--- config.mk ---
export PLATFORM = sky130hd
export DESIGN_NAME = operand_fetch
export DESIGN_NICKNAME = d
export VERILOG_FILES = /design/src/rtl/operand_fetch_pkg.sv /design/src/rtl/operand_fetch_fwd_mux.sv /design/src/rtl/operand_fetch.sv
export SDC_FILE = /design/constraint.sdc
export NUM_CORES = 1
export LEC_CHECK = 0
export CAP_MARGIN = 20
export CORE_ASPECT_RATIO = 0.75
export CORE_MARGIN = 2
export CORE_UTILIZATION = 44
export DETAILED_ROUTE_END_ITERATION = 12
export HOLD_SLACK_MARGIN = 0.08
export MAX_ROUTING_LAYER = met4
export PLACE_DENSITY = 0.87
export SLEW_MARGIN = 20
export SYNTH_ARGS = -nofsm -noshare
export SYNTH_HDL_FRONTEND = slang
export SYNTH_SLANG_ARGS = --single-unit
--- constraint.sdc ---
create_clock -name clk -period 4.1 [get_ports clk]
set_input_delay 0.82 -clock clk [delete_from_list [all_inputs] [get_ports clk]]
set_output_delay 0.82 -clock clk [all_outputs]
set_load 0.005 [all_outputs]
--- src/rtl/operand_fetch_pkg.sv ---
// Shared pipeline constants for the operand fetch stage.
package operand_fetch_pkg;

  localparam int unsigned DEF_DATA_W = 32;
  localparam int unsigned DEF_ADDR_W = 5;
  localparam int unsigned DEF_CTRL_W = 8;
  localparam int unsigned STALL_W    = 16;

  // Architectural register that always reads as zero.
  localparam int unsigned ZERO_REG   = 0;

endpackage

--- src/rtl/operand_fetch_fwd_mux.sv ---
// Operand source select: zero register, EX bypass, WB bypass, then register file.
module fwd_mux
  import operand_fetch_pkg::*;
#(
  parameter int unsigned DATA_W = DEF_DATA_W,
  parameter int unsigned ADDR_W = DEF_ADDR_W
) (
  input  logic [ADDR_W-1:0] addr,
  input  logic [DATA_W-1:0] rdata,
  input  logic              ex_wen,
  input  logic              ex_is_load,
  input  logic [ADDR_W-1:0] ex_addr,
  input  logic [DATA_W-1:0] ex_data,
  input  logic              wb_wen,
  input  logic [ADDR_W-1:0] wb_addr,
  input  logic [DATA_W-1:0] wb_data,
  output logic [DATA_W-1:0] operand_c
);

  // A load's EX result is not available yet, so it is never bypassed here.
  always_comb begin
    operand_c = rdata;
    if (addr == ADDR_W'(ZERO_REG)) begin
      operand_c = '0;
    end else if (ex_wen && !ex_is_load && (ex_addr == addr)) begin
      operand_c = ex_data;
    end else if (wb_wen && (wb_addr == addr)) begin
      operand_c = wb_data;
    end
  end

endmodule

--- src/rtl/operand_fetch.sv ---
// Operand fetch stage: register read, forwarding, load-use stall, output register.
module operand_fetch
  import operand_fetch_pkg::*;
#(
  parameter int unsigned DATA_W = DEF_DATA_W,
  parameter int unsigned ADDR_W = DEF_ADDR_W,
  parameter int unsigned CTRL_W = DEF_CTRL_W
) (
  input  logic               clk,
  input  logic               rst,
  input  logic               in_valid,
  output logic               in_ready,
  input  logic [ADDR_W-1:0]  in_rs,
  input  logic [ADDR_W-1:0]  in_rt,
  input  logic [ADDR_W-1:0]  in_rd,
  input  logic               in_use_rs,
  input  logic               in_use_rt,
  input  logic [DATA_W-1:0]  in_imm,
  input  logic [CTRL_W-1:0]  in_ctrl,
  output logic [ADDR_W-1:0]  R_addr_A,
  output logic [ADDR_W-1:0]  R_addr_B,
  input  logic [DATA_W-1:0]  rdata_A,
  input  logic [DATA_W-1:0]  rdata_B,
  input  logic               ex_wen,
  input  logic               ex_is_load,
  input  logic [ADDR_W-1:0]  ex_addr,
  input  logic [DATA_W-1:0]  ex_data,
  input  logic               wb_wen,
  input  logic [ADDR_W-1:0]  wb_addr,
  input  logic [DATA_W-1:0]  wb_data,
  input  logic               flush,
  output logic               out_valid,
  input  logic               out_ready,
  output logic [DATA_W-1:0]  out_a,
  output logic [DATA_W-1:0]  out_b,
  output logic [DATA_W-1:0]  out_imm,
  output logic [ADDR_W-1:0]  out_rd,
  output logic [CTRL_W-1:0]  out_ctrl,
  output logic [STALL_W-1:0] stall_cnt
);

  logic [DATA_W-1:0]  opa_c, opb_c;
  logic               hazard_c, transfer_c;
  logic               valid_d;
  logic [DATA_W-1:0]  a_d, b_d, imm_d;
  logic [ADDR_W-1:0]  rd_d;
  logic [CTRL_W-1:0]  ctrl_d;
  logic [STALL_W-1:0] stall_d;

  assign R_addr_A = in_rs;
  assign R_addr_B = in_rt;

  fwd_mux #(.DATA_W(DATA_W), .ADDR_W(ADDR_W)) u_fwd_a (
    .addr      (in_rs),
    .rdata     (rdata_A),
    .ex_wen    (ex_wen),
    .ex_is_load(ex_is_load),
    .ex_addr   (ex_addr),
    .ex_data   (ex_data),
    .wb_wen    (wb_wen),
    .wb_addr   (wb_addr),
    .wb_data   (wb_data),
    .operand_c (opa_c)
  );

  fwd_mux #(.DATA_W(DATA_W), .ADDR_W(ADDR_W)) u_fwd_b (
    .addr      (in_rt),
    .rdata     (rdata_B),
    .ex_wen    (ex_wen),
    .ex_is_load(ex_is_load),
    .ex_addr   (ex_addr),
    .ex_data   (ex_data),
    .wb_wen    (wb_wen),
    .wb_addr   (wb_addr),
    .wb_data   (wb_data),
    .operand_c (opb_c)
  );

  // Load in EX whose destination feeds a source actually read by this instruction.
  assign hazard_c = ex_wen && ex_is_load && (ex_addr != ADDR_W'(ZERO_REG)) &&
                    ((in_use_rs && (ex_addr == in_rs)) ||
                     (in_use_rt && (ex_addr == in_rt)));

  assign in_ready   = rst && (!out_valid || out_ready) && !hazard_c;
  assign transfer_c = in_valid && in_ready;

  // Next-state: flush wins, then transfer, then drain when the consumer takes the entry.
  always_comb begin
    valid_d = out_valid;
    a_d     = out_a;
    b_d     = out_b;
    imm_d   = out_imm;
    rd_d    = out_rd;
    ctrl_d  = out_ctrl;
    stall_d = stall_cnt;
    if (flush) begin
      valid_d = 1'b0;
    end else if (transfer_c) begin
      valid_d = 1'b1;
      a_d     = opa_c;
      b_d     = opb_c;
      imm_d   = in_imm;
      rd_d    = in_rd;
      ctrl_d  = in_ctrl;
    end else if (!out_valid || out_ready) begin
      valid_d = 1'b0;
    end
    if (in_valid && hazard_c && !flush && (stall_cnt != {STALL_W{1'b1}})) begin
      stall_d = stall_cnt + STALL_W'(1);
    end
  end

  always_ff @(posedge clk or negedge rst) begin
    if (!rst) begin
      out_valid <= 1'b0;
      out_a     <= '0;
      out_b     <= '0;
      out_imm   <= '0;
      out_rd    <= '0;
      out_ctrl  <= '0;
      stall_cnt <= '0;
    end else begin
      out_valid <= valid_d;
      out_a     <= a_d;
      out_b     <= b_d;
      out_imm   <= imm_d;
      out_rd    <= rd_d;
      out_ctrl  <= ctrl_d;
      stall_cnt <= stall_d;
    end
  end

endmodule

==> impl_metrics.json, run 1 <==
{
  "status": "finished clean",
  "dp_hpwl_microns": 16600,
  "cts_tree": "built",
  "gr-total-overflow": 0,
  "drt-initial-drc-count": 355,
  "yosysTopAreaCellShare_pct": 46.29,
  "ir_drop_mv": 0.3184,
  "grt_max_degree": 75,
  "endpoint_kind": "output port",
  "grt_pass1_wl_microns": 35850,
  "vias_per_cell": 5.256,
  "drive_above_1_share_pct": 13.19,
  "finalCritPeriodShare_pct": 87.90,
  "placementRows": 39,
  "area_delta_synth_final_pct": 59.09,
  "die_w_microns": 147.7,
  "vias": 6544,
  "grt_usage_pct": 28.72,
  "combPwrFrac_pct": 27.3,
  "power_density_nw_per_um2": 387.5,
  "hp-class": "in2async",
  "die_h_microns": 111.8,
  "nFillCells": 1110,
  "clkPwrFrac_pct": 35.1,
  "regArea_sq_um": 3153,
  "crit_path_start_kind": "input pin",
  "final_util_pct": 71.41,
  "core_area_sq_um": 15180,
  "crit_family": "buffers and inverters",
  "cp.depth": 5,
  "synth_ff_type": "dfrtp_1",
  "synthTopCellsByArea": "dfrtp_1 46%, nand2_1 7.7%, mux2_2 7.6%",
  "swShare_pct": 26.98,
  "crit_path_max_fanout": 5,
  "path_cells": "clkdlybuf4s50_1, or3_1, o311a_1, a21oi_1, clkdlybuf4s50_1",
  "fin_crit_ps": 3604,
  "worstMarginPinSlew_ps": 952.3,
  "io-pin-count": 340,
  "synth_nets": 919,
  "maxSlewViolCount": 0,
  "syn_area_per_cell_sq_um": 9.527,
  "io_buffers": 339,
  "cts_resized": 0,
  "power.internal_uw": 3066,
  "worstSetupPathType": "in2out",
  "drt-total-wl_microns": 23030,
  "drt_pass1_iterations": 5,
  "wl_per_cell_microns": 18.50,
  "place_congestion": 0.9402,
  "r2r_start": "stall_cnt[0]$_DFFE_PN0P_",
  "postCtsSetupRepairBufs": 0,
  "synth.most_common_cell": "nand2_1",
  "ant_nets": 0,
  "crit_top_cell": "clkdlybuf4s50_1",
  "syn-cell-area_sq_um": 6812,
  "slowest_delay_ps": 520,
  "p_sw_uw": 1133,
  "worstSkewPairLatency_ps": 410,
  "multi_input_area_sq_um": 3227,
  "yosys_warnings": 0,
  "clk_pin_slew_ps": 60,
  "cts_buffers": 17,
  "antenna_found_initial": 1,
  "power_frac_seq_pct": 37.6,
  "worstPathArrival_ps": 2780,
  "die_area_sq_um": 16500,
  "async_flop_share_pct": 100.0,
  "ys_seq_area_share_pct": 46.29,
  "synth_seq_cells": 126,
  "hold_slack_ps": 349.7,
  "final_nets": 1230,
  "cts_num_sinks": 126,
  "finalPower_uw": 4199,
  "start_util_pct": 44.88,
  "clockBufferDepth": 2,
  "relSlewSlack_pct": 36.51,
  "clock_skew_ps": 7.798,
  "fin_setup_tns_ps": 0,
  "grt_pass1_vias": 6652,
  "worstRegToRegCells": 6,
  "critPathBufInv": 2,
  "yosysTopAreaCell": "dfrtp_1",
  "cap_violations": 0,
  "hold_viol": 0,
  "ctsHoldBuffers": 0,
  "fmax_mhz": 277.5,
  "synth_edf_count": 0,
  "synth_common_cells": "140 x nand2_1, 126 x dfrtp_1, 68 x nor2_1",
  "r2r_end": "stall_cnt[4]$_DFFE_PN0P_",
  "drc": 0,
  "cts_htree_levels": 4,
  "syn_inst": 715,
  "rsz0062_at_grt": "no",
  "r2r_setup_slack_ps": 2190,
  "p_leak_uw": 0.004757,
  "setup_viol": 0,
  "cts_root_buf": "clkbuf_16",
  "worstPathRequired_ps": 3280,
  "cp_slowest_cell": "clkdlybuf4s50_1",
  "synthDistinctLibCells": 37
}
## cell usage in the layout (no fill, tap or decap), types with 3 or more instances in the layout
| cell | instances |
|---|---|
| clkdlybuf4s50_1 | 338 |
| nand2_1 | 140 |
| dfrtp_1 | 126 |
| nor2_1 | 67 |
| mux2_2 | 46 |
| and3_1 | 37 |
| inv_1 | 36 |
| a21oi_1 | 33 |
| o21ai_0 | 33 |
| o31ai_2 | 29 |
| xnor2_1 | 21 |
| o41ai_1 | 17 |
| clkbuf_16 | 17 |
| o41ai_2 | 15 |
| nand3_1 | 10 |
| xor2_1 | 10 |
| buf_4 | 10 |
| nand2b_1 | 5 |
| nand4_1 | 5 |
| inv_6 | 5 |
| nor4_1 | 3 |
| o31ai_1 | 3 |
| nor3_1 | 3 |
| clkinvlp_4 | 3 |
## registers in the layout, indices dropped and copies added, names as in the netlist
signal and flops:
out_valid 1, out_b 32, out_imm 32, out_ctrl 8, stall_cnt 16, out_rd 5, out_a 32
## cells by family after synthesis
logic type | count (synthesis) | share of synthesized area [%]
AND/OR/NAND/NOR | 279 | 17.85
AO/OA/AOI/OAI | 138 | 17.43
flip-flops | 126 | 46.29
buffers and inverters | 94 | 6.650
multiplexers | 46 | 7.605
XOR/XNOR | 31 | 3.986
adder cells (fa/ha/maj) | 1 | 0.1837
## per-layer routing
| layer | share of wire, % | track usage [%] | up-vias | wire length [microns] |
|---|---|---|---|---|
| met1 | 39 | 33.69 | 3138 | 8948 |
| met2 | 50 | 47.69 | 290 | 11550 |
| met4 | 2.3 | 9.679 | 0 | 520 |
| met3 | 8.7 | 8.115 | 40 | 2012 |
| met5 | 0 | - | - | 0 |
| li1 | - | - | 3076 | - |
## power groups by stage
stage	registers, uW	logic, uW	clock network [uW]
3_5_place_dp	1600	1150	0
6_report	1580	1150	1480
4_1_cts	1580	1160	1500
2_1_floorplan	1600	354	0
5_1_grt	1600	1220	1580
3_3_place_gp	1580	1130	0
## how the worst max path moves through the flow
stage	startpoint	slack [ps]	end
after CTS	ex_addr[0]	520	in_ready
after detailed placement	ex_addr[0]	510	in_ready
final	ex_addr[0]	500	in_ready
after global routing	ex_addr[0]	420	in_ready
after global placement	ex_addr[0]	550	in_ready
after floorplan	ex_addr[0]	1480	out_a[21]$_DFFE_PN0P_
## final cells by class
cell class,instances,area share (%)
Timing Repair Buffer,350,32.20
Multi-Input combinational cell,495,29.78
Sequential cell,126,29.10
Clock buffer,19,4.087
Tap cell,205,2.367
Inverter,36,1.247
Clock inverter,13,1.201
Antenna cell,1,0.02309
## per-stage QoR
stage	cell area (sq um)	worst slack, ps	std cells
finish	10840	496.2	1245
global route	10840	423.4	1245
CTS	10830	516.4	1244
detailed placement	10260	514.4	1212
global placement	10260	554.1	1212
floorplan	6812	1476	715
Power figures use the tool's default switching activity.
==> run 2, diff against run 1 <==
CTS_CLUSTER_DIAMETER = 120   (was not set)
==> results of run 2 <==
The final DEF is identical to that of run 1; final timing and power are the same.
